[src/rtl/dlx_pkg.sv]
// Shared types and defaults for the DLX memory-side blocks.
package dlx_pkg;

  localparam int unsigned MAX_D_BURST_DEFAULT = 4;
  localparam int unsigned STARVE_W            = 3;

  typedef enum logic [2:0] {
    IDLE   = 3'd0,
    I_BUSY = 3'd1,
    D_BUSY = 3'd2,
    I_RESP = 3'd3,
    D_RESP = 3'd4
  } arb_state_t;

endpackage : dlx_pkg

[src/rtl/mem_arbiter.sv]
// Arbitrates instruction-fetch and data requests onto a single memory port,
// favouring D but bounding how long a waiting fetch can be starved.
module mem_arbiter
  import dlx_pkg::*;
#(
  parameter int unsigned ADDR_W      = 32,
  parameter int unsigned DATA_W      = 32,
  parameter int unsigned MAX_D_BURST = MAX_D_BURST_DEFAULT
) (
  input  logic              clk,
  input  logic              reset_n,
  input  logic              i_req,
  input  logic [ADDR_W-1:0] i_address,
  output logic [DATA_W-1:0] i_data_read,
  output logic              i_data_valid,
  input  logic              d_req,
  input  logic              d_write_enable,
  input  logic [ADDR_W-1:0] d_address,
  input  logic [DATA_W-1:0] d_data_write,
  output logic [DATA_W-1:0] d_data_read,
  output logic              d_data_valid,
  output logic              m_req,
  output logic [ADDR_W-1:0] m_address,
  output logic [DATA_W-1:0] m_data_write,
  output logic              m_write_enable,
  input  logic [DATA_W-1:0] m_data_read,
  input  logic              m_data_valid
);

  arb_state_t          state;
  logic [STARVE_W-1:0] starve;

  // D wins unless a waiting fetch has already been passed over MAX_D_BURST times;
  // with no fetch pending there is nothing to starve, so D is never blocked.
  logic                d_grant_c;
  logic [STARVE_W-1:0] starve_inc_c;

  assign d_grant_c    = d_req && ((starve < STARVE_W'(MAX_D_BURST)) || !i_req);
  assign starve_inc_c = (starve == '1) ? starve : starve + STARVE_W'(1);

  always_ff @(posedge clk or negedge reset_n) begin
    if (!reset_n) begin
      state          <= IDLE;
      starve         <= '0;
      m_req          <= 1'b0;
      m_address      <= '0;
      m_data_write   <= '0;
      m_write_enable <= 1'b0;
      i_data_read    <= '0;
      i_data_valid   <= 1'b0;
      d_data_read    <= '0;
      d_data_valid   <= 1'b0;
    end else begin
      case (state)
        IDLE: begin
          if (d_grant_c) begin
            state          <= D_BUSY;
            m_req          <= 1'b1;
            m_address      <= d_address;
            m_data_write   <= d_data_write;
            m_write_enable <= d_write_enable;
            starve         <= i_req ? starve_inc_c : '0;
          end else if (i_req) begin
            state          <= I_BUSY;
            m_req          <= 1'b1;
            m_address      <= i_address;
            m_data_write   <= '0;
            m_write_enable <= 1'b0;
            starve         <= '0;
          end
        end
        I_BUSY: begin
          if (m_data_valid) begin
            state          <= I_RESP;
            m_req          <= 1'b0;
            m_write_enable <= 1'b0;
            i_data_read    <= m_data_read;
            i_data_valid   <= 1'b1;
          end
        end
        D_BUSY: begin
          if (m_data_valid) begin
            state          <= D_RESP;
            m_req          <= 1'b0;
            m_write_enable <= 1'b0;
            d_data_read    <= m_data_read;
            d_data_valid   <= 1'b1;
          end
        end
        I_RESP: begin
          i_data_valid <= 1'b0;
          state        <= IDLE;
        end
        D_RESP: begin
          d_data_valid <= 1'b0;
          state        <= IDLE;
        end
        default: state <= IDLE;
      endcase
    end
  end

endmodule : mem_arbiter

[config.mk]
export PLATFORM = sky130hd
export DESIGN_NAME = mem_arbiter
export DESIGN_NICKNAME = d
export VERILOG_FILES = /design/src/rtl/dlx_pkg.sv /design/src/rtl/mem_arbiter.sv
export SDC_FILE = /design/constraint.sdc
export NUM_CORES = 1
export LEC_CHECK = 0
export ABC_CLOCK_PERIOD_IN_PS = 1600
export BUFFER_PORTS_ARGS = -buffer_cell sky130_fd_sc_hd__buf_2
export CAP_MARGIN = 20
export CORE_UTILIZATION = 40
export DETAILED_ROUTE_END_ITERATION = 10
export PLACE_DENSITY = 0.74
export SLEW_MARGIN = 20
export SYNTH_ARGS = -nofsm -noshare
export SYNTH_HDL_FRONTEND = slang
export SYNTH_SLANG_ARGS = --single-unit
[constraint.sdc]
create_clock -name clk -period 1.6 [get_ports clk]
set_input_delay 0.24 -clock clk [delete_from_list [all_inputs] [get_ports clk]]
set_output_delay 0.24 -clock clk [all_outputs]
set_load 0.005 [all_outputs]
==> reports/results.tsv <==
stage	metric	value	unit
logic_synthesis	Cells after Synth	396	
placed_design	number of port buffers	265	
critical_path	Max FO, Critical Path	2	
power	PD cells	1990	nW/um^2
power	Seq pwr share	0.360	
global_route	overall routing resource usage	0.211	
drt	drc violations	0	
clocking	clock root buffer	clkbuf_16	
drt	routed length per placed instance	18.8	microns
sta	fmax	0.595	GHz
clocking	clock latency on the worst-skew pair	0.41	ns
floorplanning	Cell Rows	42	
critical_path	WP data required	1.89	ns
final_layout	Syn-to-layout area delta	53.2	%
drt	Antenna Violating Nets Remaining	0	
floorplanning	die height	119	microns
floorplanning	io pins	266	
final_layout	Fillers	1040	
sta	Slew Limit Fails	0	
floorplanning	Initial Utilization	0.413	
logic_synthesis	register bit total from synthesis	138	
logic_synthesis	Syn Area/Cell	13.9	sq um
min_path	worst hold start	d_data_write[1]	
sta	PnR worst setup slack	-0.0795	ns
critical_path	CP endpoint kind	flop	
critical_path	Worst Setup SP	starve[1]	
sta	Final period util	1.05	
clocking	CTS clk-pin slew, worst paths	0.06	ns
critical_path	Reg2Reg Launch Point	starve[1]	
logic_synthesis	Synth area leaders	dfrtp_1, mux2_2, o21ai_0	
placed_design	Final HPWL DP	10100	microns
sta	Fin. Hold Viols	0	
sta	post-route minimum period	1.68	ns
global_route	vias in the first global route	4702	
floorplanning	core area	13300	sq um
power	combinational share of power	0.405	
status	status	complete, but fails checks	
placed_design	Final GP Congestion	0.766	
sta	Worst Tran Pin Value	0.471	ns
critical_path	Slowest-stage cell, CP	dfrtp_1	
power	Net Sw Power	0.00532	W
logic_synthesis	Yosys warnings	0	
critical_path	WS Path Type	flop to flop	
drt	Initial DRC Count	204	
power	Int Pwr	0.0115	W
clocking	CTS tree	done	
critical_path	Crit path arrival time	1.97	ns
logic_synthesis	synth unique cells	31	
min_path	Hold Path Class	input pin to flop	
final_layout	commonest cells after routing, fill and taps aside	buf_2, dfrtp_1, mux2_4	
logic_synthesis	top cell type's share of synthesized area	0.627	
drt	drt pass-1 iters	4	
drt	Via Count	4546	
clocking	clk buf depth	2	
final_layout	ratio of cells with drive above 1 in the final layout	0.590	
sta	setup TNS	-0.598	ns
flow_run	max cap viols	0	
floorplanning	Die X	119	microns
drt	Post-Route WL	16600	microns
sta	worst relative slew slack	0.678	
final_layout	# nets final	831	
placed_design	Setup WS pre-CTS	-0.145	ns
sta	RSZ-0062 raised after global routing	true	
critical_path	type of origin of the critical path	flop	
sta	Clock Skew	0.0112	ns
logic_synthesis	cell area after synthesis	5510	sq um
critical_path	kind of cell adding the most delay to the critical path	simple AND/OR/NAND/NOR gates	
critical_path	critical path, cell by cell	ha_2 -> ha_4 -> and4b_1 -> or3_4 -> mux2_4	
global_route	initial antenna violation count	0	
global_route	global route overflow	0	
clocking	CTS Buf Count	17	
power	LEAKAGE	4.33	nW
final_layout	n_diodes	0	
power	clock power share	0.235	
sta	final setup vio count	37	
clocking	CTS sink count	138	
clocking	H-tree Lvls	4	
status	failing checks	negative setup slack	
critical_path	delay of the slowest critical-path stage	0.38	ns
power	sw frac	0.316	
logic_synthesis	syn nets	532	
logic_synthesis	post-synthesis sequential area ratio	0.627	
global_route	first-pass GRT wire length	23000	microns
logic_synthesis	area leader, netlist	dfrtp_1	
drt	number of vias per cell	5.14	
global_route	largest net degree at the start of global routing	42	
final_layout	commonest non-fill, non-tap cell in the layout	buf_2	
power	VDD IR max	1.06	mV
floorplanning	die area	14300	sq um
critical_path	WP buf/inv	0	
==> sequential cells by signal, indices dropped and copies added (netlist names), 3 cells and up <==
name,flops
m_address,32
d_data_read,32
m_data_write,32
starve,3
state,3
i_data_read,32
==> cells in the mapped netlist (all sizes together) <==
library cell / count
dfrtp: 138
o21ai: 66
mux2: 65
a22o: 34
mux2i: 32
buf: 17
clkbuf: 13
a21oi: 3
inv: 3
nor3: 3
ha: 2
nand2: 2
nor2: 2
nor2b: 2
or3: 2
a2111oi: 1
a21bo: 1
a21boi: 1
a31oi: 1
and3b: 1
and4b: 1
nand3b: 1
nor4: 1
nor4b: 1
o31ai: 1
o32ai: 1
or2: 1
==> final cells by class <==
class                   count  area [sq um]  share of cell area
clock buffers              18           429              0.0508
well taps                 176           220              0.0261
multi-input cells         228          2230               0.264
clock inverters            14           173              0.0204
repair buffers            307          1930               0.228
inverters                   3          11.3             0.00133
flip-flops and latches    138          3450               0.409
==> power by group through the flow <==
| stage | Sequential [W] | Combinational, W | Clock [W] |
|---|---|---|---|
| 2_1_floorplan | 0.00612 | 0.00258 | 0 |
| 3_3_place_gp | 0.00591 | 0.00508 | 0 |
| 4_1_cts | 0.00601 | 0.00571 | 0.00404 |
| 6_report | 0.00607 | 0.00682 | 0.00395 |
| 3_5_place_dp | 0.00600 | 0.00533 | 0 |
| 5_1_grt | 0.00625 | 0.00735 | 0.00419 |
==> metal layers <==
| metal | up-vias | wire length, microns | track usage |
|---|---|---|---|
| li1 | 2050 | - | - |
| met1 | 2255 | 6470 | 0.230 |
| met2 | 217 | 8380 | 0.367 |
| met3 | 24 | 1370 | 0.0781 |
| met4 | 0 | 373 | 0.0875 |
| met5 | - | 0 | 0 |
==> per-stage QoR <==
step	total power, W	area (sq um)	hold slack (ns)	util	std cells
2_1_floorplan	0.00870	5520	-0.0556	-	396
3_3_place_gp	0.0110	7150	0.181	0.536	828
3_5_place_dp	0.0113	7150	0.194	0.536	828
4_1_cts	0.0158	7980	0.0188	0.598	869
5_1_grt	0.0178	8440	0.0278	0.633	884
6_report	0.0168	8440	0.0404	0.633	884
==> worst reg2reg max path: stages (launching register included) <==
cell     delay, ns
dfrtp_1       0.38
ha_2          0.20
ha_4          0.16
and4b_1       0.18
or3_4         0.37
mux2_4        0.27
==> timing repair <==
item | CTS | global route
endpoints found under the setup margin | 101 | 101
endpoints found under the hold margin | 36 | 0
hold buffers | 1 | 0
buffers inserted | 5 | 6
gates resized for setup | 32 | 65
cloned | 3 | 9
pin swaps | 38 | 9
==> final timing paths <==
| check | endpoint | slack [ns] | cells past startpoint |
|---|---|---|---|
| max | starve[0] | -0.08 | 5 |
| min | m_data_write[1] | 0.04 | 2 |
| max reg2reg | starve[0] | -0.08 | 5 |
| min reg2reg | m_address[10] | 0.50 | 2 |
| max in group asynchronous | m_address[30] | 0.73 | 3 |
| min in group asynchronous | d_data_read[26] | 0.32 | 2 |
==> kinds of logic (layout without fill, tap and decap cells) <==
kind of cell / count (synthesis) / after routing / synth area share
adders and majority gates: 2 / 2 / 0.00454
muxes: 97 / 97 / 0.191
buffers and inverters: 33 / 342 / 0.0325
DFF: 138 / 138 / 0.627
AOI/OAI and AO/OA: 109 / 109 / 0.126
and+or+nand+nor: 17 / 20 / 0.0200
No activity file was read; power rests on OpenSTA's default activity.
